==> src/rtl/hazard_pkg.sv <==
// rtl/hazard_pkg.sv - shared types and constants for the pipeline hazard controller
package hazard_pkg;

  typedef enum logic [1:0] {
    FWD_REG = 2'b00,
    FWD_WB  = 2'b01,
    FWD_MEM = 2'b10
  } fwd_sel_t;

  typedef enum logic {
    RUN      = 1'b0,
    MEM_WAIT = 1'b1
  } ctrl_state_t;

  localparam logic [4:0] REG_ZERO = 5'd0;

  // Writer-only view used by the MEM and WB scoreboard slots
  typedef struct packed {
    logic       valid;
    logic [4:0] dst;
    logic       rw;
  } wslot_t;

  typedef struct packed {
    logic       valid;
    logic [4:0] dst;
    logic       rw;
    logic       mr;
    logic [4:0] rs;
    logic [4:0] rt;
  } ex_slot_t;

endpackage

==> src/rtl/hazard_ctrl_if.sv <==
// rtl/hazard_ctrl_if.sv - ID/MEM status in, forwarding and pipeline control out
interface hazard_ctrl_if;
  logic        id_valid;
  logic [4:0]  id_rs;
  logic [4:0]  id_rt;
  logic [4:0]  id_dst;
  logic        id_reg_write;
  logic        id_mem_read;
  logic        branch_taken;
  logic        dmem_req;
  logic        dmem_ready;
  logic [1:0]  fwd_a_sel;
  logic [1:0]  fwd_b_sel;
  logic        pc_write;
  logic        if_id_write;
  logic        id_ex_bubble;
  logic        if_id_flush;
  logic        pipe_hold;
  logic [31:0] stall_cycles;

  modport master (
    output id_valid, id_rs, id_rt, id_dst, id_reg_write, id_mem_read,
           branch_taken, dmem_req, dmem_ready,
    input  fwd_a_sel, fwd_b_sel, pc_write, if_id_write, id_ex_bubble,
           if_id_flush, pipe_hold, stall_cycles
  );

  modport slave (
    input  id_valid, id_rs, id_rt, id_dst, id_reg_write, id_mem_read,
           branch_taken, dmem_req, dmem_ready,
    output fwd_a_sel, fwd_b_sel, pc_write, if_id_write, id_ex_bubble,
           if_id_flush, pipe_hold, stall_cycles
  );
endinterface

==> src/rtl/forward_unit.sv <==
// rtl/forward_unit.sv - EX operand forwarding select for one source register
module forward_unit
  import hazard_pkg::*;
(
  input  logic [4:0] src,
  input  wslot_t     mem,
  input  wslot_t     wb,
  output fwd_sel_t   sel
);

  // MEM holds the younger result, so it wins over WB
  always_comb begin
    sel = FWD_REG;
    if (mem.valid && mem.rw && (mem.dst != REG_ZERO) && (mem.dst == src)) begin
      sel = FWD_MEM;
    end else if (wb.valid && wb.rw && (wb.dst != REG_ZERO) && (wb.dst == src)) begin
      sel = FWD_WB;
    end
  end

endmodule

==> src/rtl/hazard_ctrl.sv <==
// rtl/hazard_ctrl.sv - forwarding, load-use stall, branch flush and memory-wait freeze
module hazard_ctrl
  import hazard_pkg::*;
(
  input  logic         clk,
  input  logic         rst,
  hazard_ctrl_if.slave bus
);

  ctrl_state_t state;
  ctrl_state_t state_next;
  ex_slot_t    ex_q;
  wslot_t      mem_q;
  wslot_t      wb_q;
  logic [31:0] stall_q;
  fwd_sel_t    fwd_a;
  fwd_sel_t    fwd_b;
  logic        load_use;
  logic        hold;
  logic        pcw;
  logic        ifw;
  logic        bub;
  logic        flush;

  forward_unit u_fwd_a (.src(ex_q.rs), .mem(mem_q), .wb(wb_q), .sel(fwd_a));
  forward_unit u_fwd_b (.src(ex_q.rt), .mem(mem_q), .wb(wb_q), .sel(fwd_b));

  assign load_use = bus.id_valid && ex_q.valid && ex_q.mr && (ex_q.dst != REG_ZERO) &&
                    ((ex_q.dst == bus.id_rs) || (ex_q.dst == bus.id_rt));

  always_comb begin
    state_next = state;
    hold       = 1'b0;
    pcw        = 1'b1;
    ifw        = 1'b1;
    bub        = 1'b0;
    flush      = 1'b0;
    case (state)
      RUN: begin
        if (bus.dmem_req && !bus.dmem_ready) begin
          state_next = MEM_WAIT;
          hold       = 1'b1;
        end
      end
      MEM_WAIT: begin
        if (bus.dmem_ready) state_next = RUN;
        else                hold       = 1'b1;
      end
    endcase
    // Priority: reset > memory wait > load-use > branch flush
    if (rst) begin
      state_next = RUN;
      hold       = 1'b0;
      pcw        = 1'b0;
      ifw        = 1'b0;
      bub        = 1'b1;
      flush      = 1'b1;
    end else if (hold) begin
      pcw = 1'b0;
      ifw = 1'b0;
    end else if (load_use) begin
      pcw = 1'b0;
      ifw = 1'b0;
      bub = 1'b1;
    end else begin
      flush = bus.branch_taken;
    end
  end

  always_ff @(posedge clk) begin
    if (rst) begin
      state   <= RUN;
      ex_q    <= '0;
      mem_q   <= '0;
      wb_q    <= '0;
      stall_q <= '0;
    end else begin
      state <= state_next;
      if (!pcw && (stall_q != 32'hFFFF_FFFF)) stall_q <= stall_q + 32'd1;
      if (!hold) begin
        wb_q  <= mem_q;
        mem_q <= '{valid: ex_q.valid, dst: ex_q.dst, rw: ex_q.rw};
        if (bub) ex_q <= '0;
        else     ex_q <= '{valid: bus.id_valid, dst: bus.id_dst, rw: bus.id_reg_write,
                           mr: bus.id_mem_read, rs: bus.id_rs, rt: bus.id_rt};
      end
    end
  end

  assign bus.fwd_a_sel    = rst ? FWD_REG : fwd_a;
  assign bus.fwd_b_sel    = rst ? FWD_REG : fwd_b;
  assign bus.pc_write     = pcw;
  assign bus.if_id_write  = ifw;
  assign bus.id_ex_bubble = bub;
  assign bus.if_id_flush  = flush;
  assign bus.pipe_hold    = hold;
  assign bus.stall_cycles = stall_q;

endmodule

==> src/flat_wrapper.sv <==
// flat-port wrapper written by rule: the top's interface ports become plain ports
module hazard_ctrl_flat import hazard_pkg::*;
  (clk, rst, bus_id_valid, bus_id_rs, bus_id_rt, bus_id_dst, bus_id_reg_write, bus_id_mem_read, bus_branch_taken, bus_dmem_req, bus_dmem_ready, bus_fwd_a_sel, bus_fwd_b_sel, bus_pc_write, bus_if_id_write, bus_id_ex_bubble, bus_if_id_flush, bus_pipe_hold, bus_stall_cycles);
  hazard_ctrl_if bus_i ();
  input  logic clk;
  input  logic rst;
  input wire logic [$bits(bus_i.id_valid)-1:0] bus_id_valid;
  input wire logic [$bits(bus_i.id_rs)-1:0] bus_id_rs;
  input wire logic [$bits(bus_i.id_rt)-1:0] bus_id_rt;
  input wire logic [$bits(bus_i.id_dst)-1:0] bus_id_dst;
  input wire logic [$bits(bus_i.id_reg_write)-1:0] bus_id_reg_write;
  input wire logic [$bits(bus_i.id_mem_read)-1:0] bus_id_mem_read;
  input wire logic [$bits(bus_i.branch_taken)-1:0] bus_branch_taken;
  input wire logic [$bits(bus_i.dmem_req)-1:0] bus_dmem_req;
  input wire logic [$bits(bus_i.dmem_ready)-1:0] bus_dmem_ready;
  output wire logic [$bits(bus_i.fwd_a_sel)-1:0] bus_fwd_a_sel;
  output wire logic [$bits(bus_i.fwd_b_sel)-1:0] bus_fwd_b_sel;
  output wire logic [$bits(bus_i.pc_write)-1:0] bus_pc_write;
  output wire logic [$bits(bus_i.if_id_write)-1:0] bus_if_id_write;
  output wire logic [$bits(bus_i.id_ex_bubble)-1:0] bus_id_ex_bubble;
  output wire logic [$bits(bus_i.if_id_flush)-1:0] bus_if_id_flush;
  output wire logic [$bits(bus_i.pipe_hold)-1:0] bus_pipe_hold;
  output wire logic [$bits(bus_i.stall_cycles)-1:0] bus_stall_cycles;
  assign bus_i.id_valid = bus_id_valid;
  assign bus_i.id_rs = bus_id_rs;
  assign bus_i.id_rt = bus_id_rt;
  assign bus_i.id_dst = bus_id_dst;
  assign bus_i.id_reg_write = bus_id_reg_write;
  assign bus_i.id_mem_read = bus_id_mem_read;
  assign bus_i.branch_taken = bus_branch_taken;
  assign bus_i.dmem_req = bus_dmem_req;
  assign bus_i.dmem_ready = bus_dmem_ready;
  assign bus_fwd_a_sel = bus_i.fwd_a_sel;
  assign bus_fwd_b_sel = bus_i.fwd_b_sel;
  assign bus_pc_write = bus_i.pc_write;
  assign bus_if_id_write = bus_i.if_id_write;
  assign bus_id_ex_bubble = bus_i.id_ex_bubble;
  assign bus_if_id_flush = bus_i.if_id_flush;
  assign bus_pipe_hold = bus_i.pipe_hold;
  assign bus_stall_cycles = bus_i.stall_cycles;
  hazard_ctrl u_core (.clk(clk), .rst(rst), .bus(bus_i));
endmodule
==> config.mk <==
export PLATFORM = sky130hd
export DESIGN_NAME = hazard_ctrl_flat
export DESIGN_NICKNAME = d
export VERILOG_FILES = /design/src/rtl/hazard_pkg.sv /design/src/rtl/hazard_ctrl_if.sv /design/src/rtl/forward_unit.sv /design/src/rtl/hazard_ctrl.sv /design/src/flat_wrapper.sv
export SDC_FILE = /design/constraint.sdc
export NUM_CORES = 1
export LEC_CHECK = 0
export BUFFER_PORTS_ARGS = -buffer_cell sky130_fd_sc_hd__buf_2
export CORE_ASPECT_RATIO = 0.7
export CORE_MARGIN = 4
export CORE_UTILIZATION = 55
export DETAILED_ROUTE_END_ITERATION = 10
export PLACE_DENSITY = 0.8
export SLEW_MARGIN = 20
export SYNTH_ARGS = -nofsm -noshare
export SYNTH_HDL_FRONTEND = slang
export SYNTH_SLANG_ARGS = --single-unit
export TNS_END_PERCENT = 1
==> constraint.sdc <==
create_clock -name clk -period 3.1 [get_ports clk]
set_input_delay 0.155 -clock clk [delete_from_list [all_inputs] [get_ports clk]]
set_output_delay 0.155 -clock clk [all_outputs]
set_load 0.01 [all_outputs]
; After elaboration in Yosys (flattened, before gate mapping)
; Cells that the tools add are included.
[totals]
regBits = 65
inputBits = 23
output_inout_bits = 41
wordCells = 63
[classes]
n_addsub = 1
eq_ne = 7
muxes = 20
bitwise = 1
n_reduce_logical = 20
[ops]
columns = op, n
row1 = $add A32 B1 Y32 const B, 1
row2 = $ne A32 B32 Y1 const B, 1
row3 = $eq A5 B5 Y1, 6
row4 = $mux W18, 1
row5 = $reduce_bool A5 Y1, 3
row6 = $logic_and A1 B1 Y1, 14
row7 = $mux W1, 14
row8 = $mux W2, 4
row9 = $logic_not A1 Y1, 2
row10 = $pmux W1 S2, 1
row11 = $logic_or A1 B1 Y1, 1
row12 = $not A1 Y1, 1

; Logic depth before layout (Yosys ltp)
[logic_depth]
word_depth = 9
mapped_depth = 9
mapped_depth_nobuf = 6

; Modules after synthesis
; A second synthesis with hierarchy kept.
[unflattened]
cells_unflattened = 377
hier_area_um2 = 3329.4
[by_module_without_submodules]
columns = module, n_inst, cells_per_inst, area_per_inst_um2, seq_area_each_um2
row1 = hazard_ctrl, 1, 339, 3014.1, 1301.2
row2 = forward_unit, 2, 19, 157.7, 0.0

; Worst setup path after synthesis
; Ideal clock, no wire load.
[synth_path]
kind = flip-flop to output port
startpoint = register u_core.ex_q[14] in the netlist's numbering
endpoint = output port bus_pc_write
arrival_time_ns = 1.819
t_required_ns = 2.945
path_slack_ns = 1.126
path_stages_with_launch = 7
n_path_buf = 3
path_cell_list = dfxtp_1 or4_1 o2111ai_2 o211a_4 buf_4 buf_2 buf_4
[synth_via]
elab_chain_cells = 6
elab_cells_between_ends = 9
cone_classes = 2 x eq/ne / 3 x mux / 4 x reduce/logical
[synth_lines]
columns = element, line_no
row1 = "start, declared", hazard_ctrl.sv:12  ; ex_slot_t ex_q;
row2 = "start signal, assigned", hazard_ctrl.sv:84  ; else ex_q <= '{valid: bus.id_valid, dst: bus.id_dst, rw: bus.id_reg_write,
row3 = $eq A5 B5 Y1 / $reduce_bool A5 Y1 (equally long branches), "hazard_ctrl.sv:29, hazard_ctrl.sv:28"
row4 = $logic_or A1 B1 Y1 / $logic_and A1 B1 Y1 (equally long branches), "hazard_ctrl.sv:29, hazard_ctrl.sv:28"
row5 = $logic_and A1 B1 Y1 (*), hazard_ctrl.sv:28  ; assign load_use = bus.id_valid && ex_q.valid && ex_q.mr && (ex_q.dst != REG_ZERO) &&
row6 = $mux W1 (*) (3 in series), --
row7 = "end, declared", flat_wrapper.sv:18  ; output wire logic [$bits(bus_i.pc_write)-1:0] bus_pc_write;
; Every way passes the cells marked *; elsewhere a longest branch is shown, timed or not.

; Worst setup path after layout
[layout_path]
startpoint = register u_core.ex_q[14] in the netlist's numbering
endpoint = output port bus_if_id_write
[layout_via]
elab_chain_cells = 6
elab_cells_between_ends = 9
cone_classes = 2 x eq/ne / 3 x mux / 4 x reduce/logical
[layout_lines]
columns = element, line_no
row1 = $eq A5 B5 Y1 / $reduce_bool A5 Y1 (equally long branches), "hazard_ctrl.sv:29, hazard_ctrl.sv:28"
row2 = $logic_or A1 B1 Y1 / $logic_and A1 B1 Y1 (equally long branches), "hazard_ctrl.sv:29, hazard_ctrl.sv:28"
row3 = $logic_and A1 B1 Y1 (*), hazard_ctrl.sv:28
row4 = $mux W1 (*), hazard_ctrl.sv:61  ; end else if (load_use) begin
row5 = $mux W1 (*), hazard_ctrl.sv:58  ; end else if (hold) begin
row6 = $mux W1 (*), hazard_ctrl.sv:51  ; if (rst) begin
row7 = "end, declared", flat_wrapper.sv:19  ; output wire logic [$bits(bus_i.if_id_write)-1:0] bus_if_id_write;
; Marks and branches as above.

==> results by stage <==
Routing:
- The detailed-route wire length per cell is 16.1 um.
- The pre-antenna-repair detailed-routing pass consisted of 5 iterations.
- After detailed routing, the number of vias per cell comes to about 6.0.
- The met3 wirelength from detailed routing is 697 um.
- Once detail routing completed, the nets flagged for antenna violations numbered 0.
- In the detailed route, the total length drawn on met2 is 3.55 mm.
- The detailed router used layers up to and including met4.
- The total routed wire length on the met1 layer is 3.95 mm.
- Across all layers, the routed design uses between 3,000 and 4,000 vias.
- Wires add up to 8.26 mm.
- The remaining design rule violation count is 0.
- The first-iteration detailed-routing DRC count is 271.

Layout:
- Fill cells in the final layout number between 400 and 500.
- The area growth from synthesis to layout is 17.9%.
- In the layout the commonest cells are sky130_fd_sc_hd__dfxtp_1, sky130_fd_sc_hd__buf_2, sky130_fd_sc_hd__nand2_1, sky130_fd_sc_hd__a21oi_1, sky130_fd_sc_hd__or4_1.
- The number of diodes is 0.
- The total area of sequential cells is 1300 um^2.
- The net total in the final layout is 456.
- In the final layout, the share of cells above drive strength 1 is 21.7%.
- Leaving out fill and tap cells, the most frequent cell in the layout is sky130_fd_sc_hd__dfxtp_1.
- The multi-input combinational cells in the finished layout cover a total of 1810 um^2.

Critical path:
- The timing startpoint of the critical path is u_core.ex_q[14]$_SDFFE_PP0N_.
- The startpoint kind of the worst setup timing path is a register.
- The data arrival time of the worst path is 2530 ps.
- At the worst endpoint, the required time is 2940 ps.
- The endpoint identified for the worst register-to-register timing path is u_core.bus.stall_cycles[10]$_SDFFE_PP0P_.
- The critical path is of the register to output pin type.
- The largest driver fanout on the critical path is 48.
- The number of cells on the worst reg-to-reg path is 8.
- In this run the critical register-to-register path is launched from u_core.bus.stall_cycles[9]$_SDFFE_PP0P_.
- The sort of element at the end of the critical path is an output pin.
- In this run the register-to-register setup slack is a little under 700 ps.
- Following the worst setup path forward leads to its endpoint at bus_if_id_write.

Synth:
- The synthesized netlist net count is approximately 390.
- The number of synthesized flops with an enable pin is 0.
- During synthesis, Yosys emitted a total of 0 warnings.
- The combined area of all synthesized cells is 3270 um^2.
- The flip-flop and latch count after synthesis is 65.
- In this run the mean area of a mapped cell was 8.86 um^2.
- The number of distinct standard cells referenced by the synthesized netlist is 44.
- Sequential cells were found to cover 39.8% of the synthesized design area.
- The most frequently used flop master after synthesis is sky130_fd_sc_hd__dfxtp_1.
- The share of flip-flops with an asynchronous set or reset after synthesis is 0%.
- The synthesized instance count is 369.

Clock tree:
- The number of clock buffers inserted by TritonCTS is 9.
- Clock-pin slew was measured on the worst setup and hold paths at 70 ps.
- The root cell of the clock tree is sky130_fd_sc_hd__clkbuf_8.
- The count of hold-fix buffers inserted at cts is 4.
- The H-tree was split into 3 levels.
- The post-cts gate resize count is 0.
- Once the clock tree was built, the setup fixing pass inserted 0 buffers.
- The tree built by TritonCTS fans out to 65 sinks.
- The buffer levels on the longest clock path is 2.
- TritonCTS built the clock tree.
- The worst-skew pair later-pin latency is 350 ps.

Floorplanning:
- The number of standard-cell rows in the floorplan is 23.
- For this configuration, the core starts out at a cell density of a little under three fifths.
- The chip width is 100 um.
- 64 I/O pins were placed.
- The die outline height is 72.5 um.
- The area of the die is 7260 um^2.
- The core footprint is 5760 um^2.

STA:
- The measured slew at the worst slew-check pin is 580 ps.
- Summed over all failing endpoints, the final setup total negative slack is 0 ps.
- The number of max-slew violations in the final report was 0.
- Setup repair after global routing left no endpoint under its margin.
- The final hold violation count is 0.
- Headroom to the max-slew limit came out at about three fifths.
- Timing would allow up to 372 MHz.
- The clock skew after layout is 11.1 ps.
- The period utilization is 86.6%.
- Setup violations remaining at the end of the flow were counted as 0.
- For the finished layout, the period the worst path requires is 2690 ps.

Pwr:
- The power density over the cells is about 480 nW/um^2.
- The analysis attributes to cell leakage a power of 1.60 nW.
- The worst-case vdd ir drop is 262 uV.
- After layout, the design draws a total of 0.00184 W.

Placement:
- The half-perimeter wire length after detailed placement is roughly 5.7 mm.
- The weighted congestion reported at the end of routability-driven placement is 0.934.
- The quantity of I/O buffers inserted on ports is between 60 and 70.

Global routing:
- The initial antenna violation count is 0.
- For this run, the total global-route usage over all layers was measured as 23.8%.
- Entering global routing, the biggest net connects 52 pins.
- The first-pass GRT wire length is 13.6 mm.
- After global routing the overflow that remains totals 0.
- The via count of the first global-routing pass came to between 2,000 and 3,000.

Worst hold path:
- The number of cells on the worst hold path is 2.
- In this run the most critical hold path is launched from bus_id_dst[2].
- The path class of the tightest hold or removal check is primary input to register.

Outcome:
- The flow ran to the end, and the final reports show no timing, DRC or antenna violations.

Flow run:
- Across the run, the number of max-cap violations was 0.
[sequential cells by signal, indices dropped and copies added, names as in the netlist]
| name | flops |
|---|---|
| u_core.bus.stall_cycles | 32 |
| u_core.ex_q | 18 |
| u_core.mem_q | 7 |
| u_core.wb_q | 7 |
| u_core.state | 1 |
[area by class of cell]
type                       instances  area share, %
tap                               75           2.43
clock inverter                     6           2.14
sequential                        65           33.7
multi-input combinational        276           47.0
inverter                           4          0.389
clock buffer                      10           3.31
timing repair buffer              76           11.0
[power by group]
part	switching [W]	internal, W	total [W]
clock	0.000323	0.000448	0.000771
sequential	0.0000385	0.000862	0.000900
combinational	0.0000922	0.0000746	0.000167
[synthesized netlist by cell type (2+ instances only)]
library cell / instances / area [um^2]
sky130_fd_sc_hd__buf_4: 9 / 67.6
sky130_fd_sc_hd__or4_1: 27 / 203
sky130_fd_sc_hd__o21ai_1: 2 / 10.0
sky130_fd_sc_hd__o21a_1: 2 / 15.0
sky130_fd_sc_hd__xor2_1: 19 / 166
sky130_fd_sc_hd__and2_1: 2 / 12.5
sky130_fd_sc_hd__dfxtp_1: 65 / 1300
sky130_fd_sc_hd__nor2b_1: 5 / 31.3
sky130_fd_sc_hd__a22o_1: 18 / 158
sky130_fd_sc_hd__mux2_1: 5 / 56.3
sky130_fd_sc_hd__a21oi_1: 39 / 195
sky130_fd_sc_hd__and3_1: 11 / 68.8
sky130_fd_sc_hd__o31ai_1: 23 / 173
sky130_fd_sc_hd__nand4_1: 6 / 37.5
sky130_fd_sc_hd__buf_6: 2 / 22.5
sky130_fd_sc_hd__nor3_2: 2 / 20.0
sky130_fd_sc_hd__nor4_1: 8 / 50.1
sky130_fd_sc_hd__clkbuf_1: 9 / 33.8
sky130_fd_sc_hd__inv_1: 4 / 15.0
sky130_fd_sc_hd__nand2_1: 44 / 165
sky130_fd_sc_hd__buf_2: 3 / 15.0
sky130_fd_sc_hd__nor2_1: 12 / 45.0
sky130_fd_sc_hd__and4_1: 5 / 43.8
sky130_fd_sc_hd__nand3_1: 17 / 85.1
sky130_fd_sc_hd__xnor2_1: 11 / 96.3
[how the worst min path moves through the flow]
stage | slack [ps] | to
finish | 20 | u_core.ex_q[14]$_SDFFE_PP0N_
global route | 1 | u_core.ex_q[15]$_SDFFE_PP0N_
CTS | 0.5 | u_core.ex_q[14]$_SDFFE_PP0N_
detailed placement | 370 | u_core.ex_q[16]$_SDFFE_PP0N_
global placement | 360 | u_core.ex_q[13]$_SDFFE_PP0N_
floorplan | 280 | u_core.ex_q[0]$_SDFFE_PP0N_
[cells by family (layout without fill, tap and decap cells)]
logic type               after synthesis  after routing  share of synthesized area, %
AO/OA/AOI/OAI                         93             93                          20.1
flip-flops                            65             65                          39.8
multiplexers                           5              5                          1.72
adder cells (fa/ha/maj)                1              1                         0.382
buffers and inverters                 28             96                          4.82
AND/OR/NAND/NOR                      147            147                          25.2
XOR/XNOR                              30             30                          8.03
[worst max-delay path: stages, from the launching register on]
cell and delay [ps]:
sky130_fd_sc_hd__dfxtp_1 370, sky130_fd_sc_hd__or4_1 560, sky130_fd_sc_hd__o2111ai_2 260, sky130_fd_sc_hd__o211a_4 510, sky130_fd_sc_hd__buf_4 310, sky130_fd_sc_hd__buf_2 160
[stage by stage]
stage          worst slack [ps]  hold slack [ps]  utilization (%)  area [um^2]  cells
2_1_floorplan              1130              281                -         3270    369
3_3_place_gp                776              364             62.5         3600    491
3_5_place_dp                741              366             62.5         3600    491
4_1_cts                     402            0.545             66.8         3850    511
5_1_grt                     238            0.963             67.0         3860    512
6_report                    415             18.6             67.0         3860    512
[metal layers]
| layer | up-vias | global-route usage, % |
|---|---|---|
| li1 | 1518 | - |
| met1 | 1443 | 35.5 |
| met2 | 115 | 32.5 |
| met3 | 5 | 8.26 |
| met4 | 0 | 5.83 |
| met5 | - | 0 |
No activity file was read; power rests on OpenSTA's default activity.
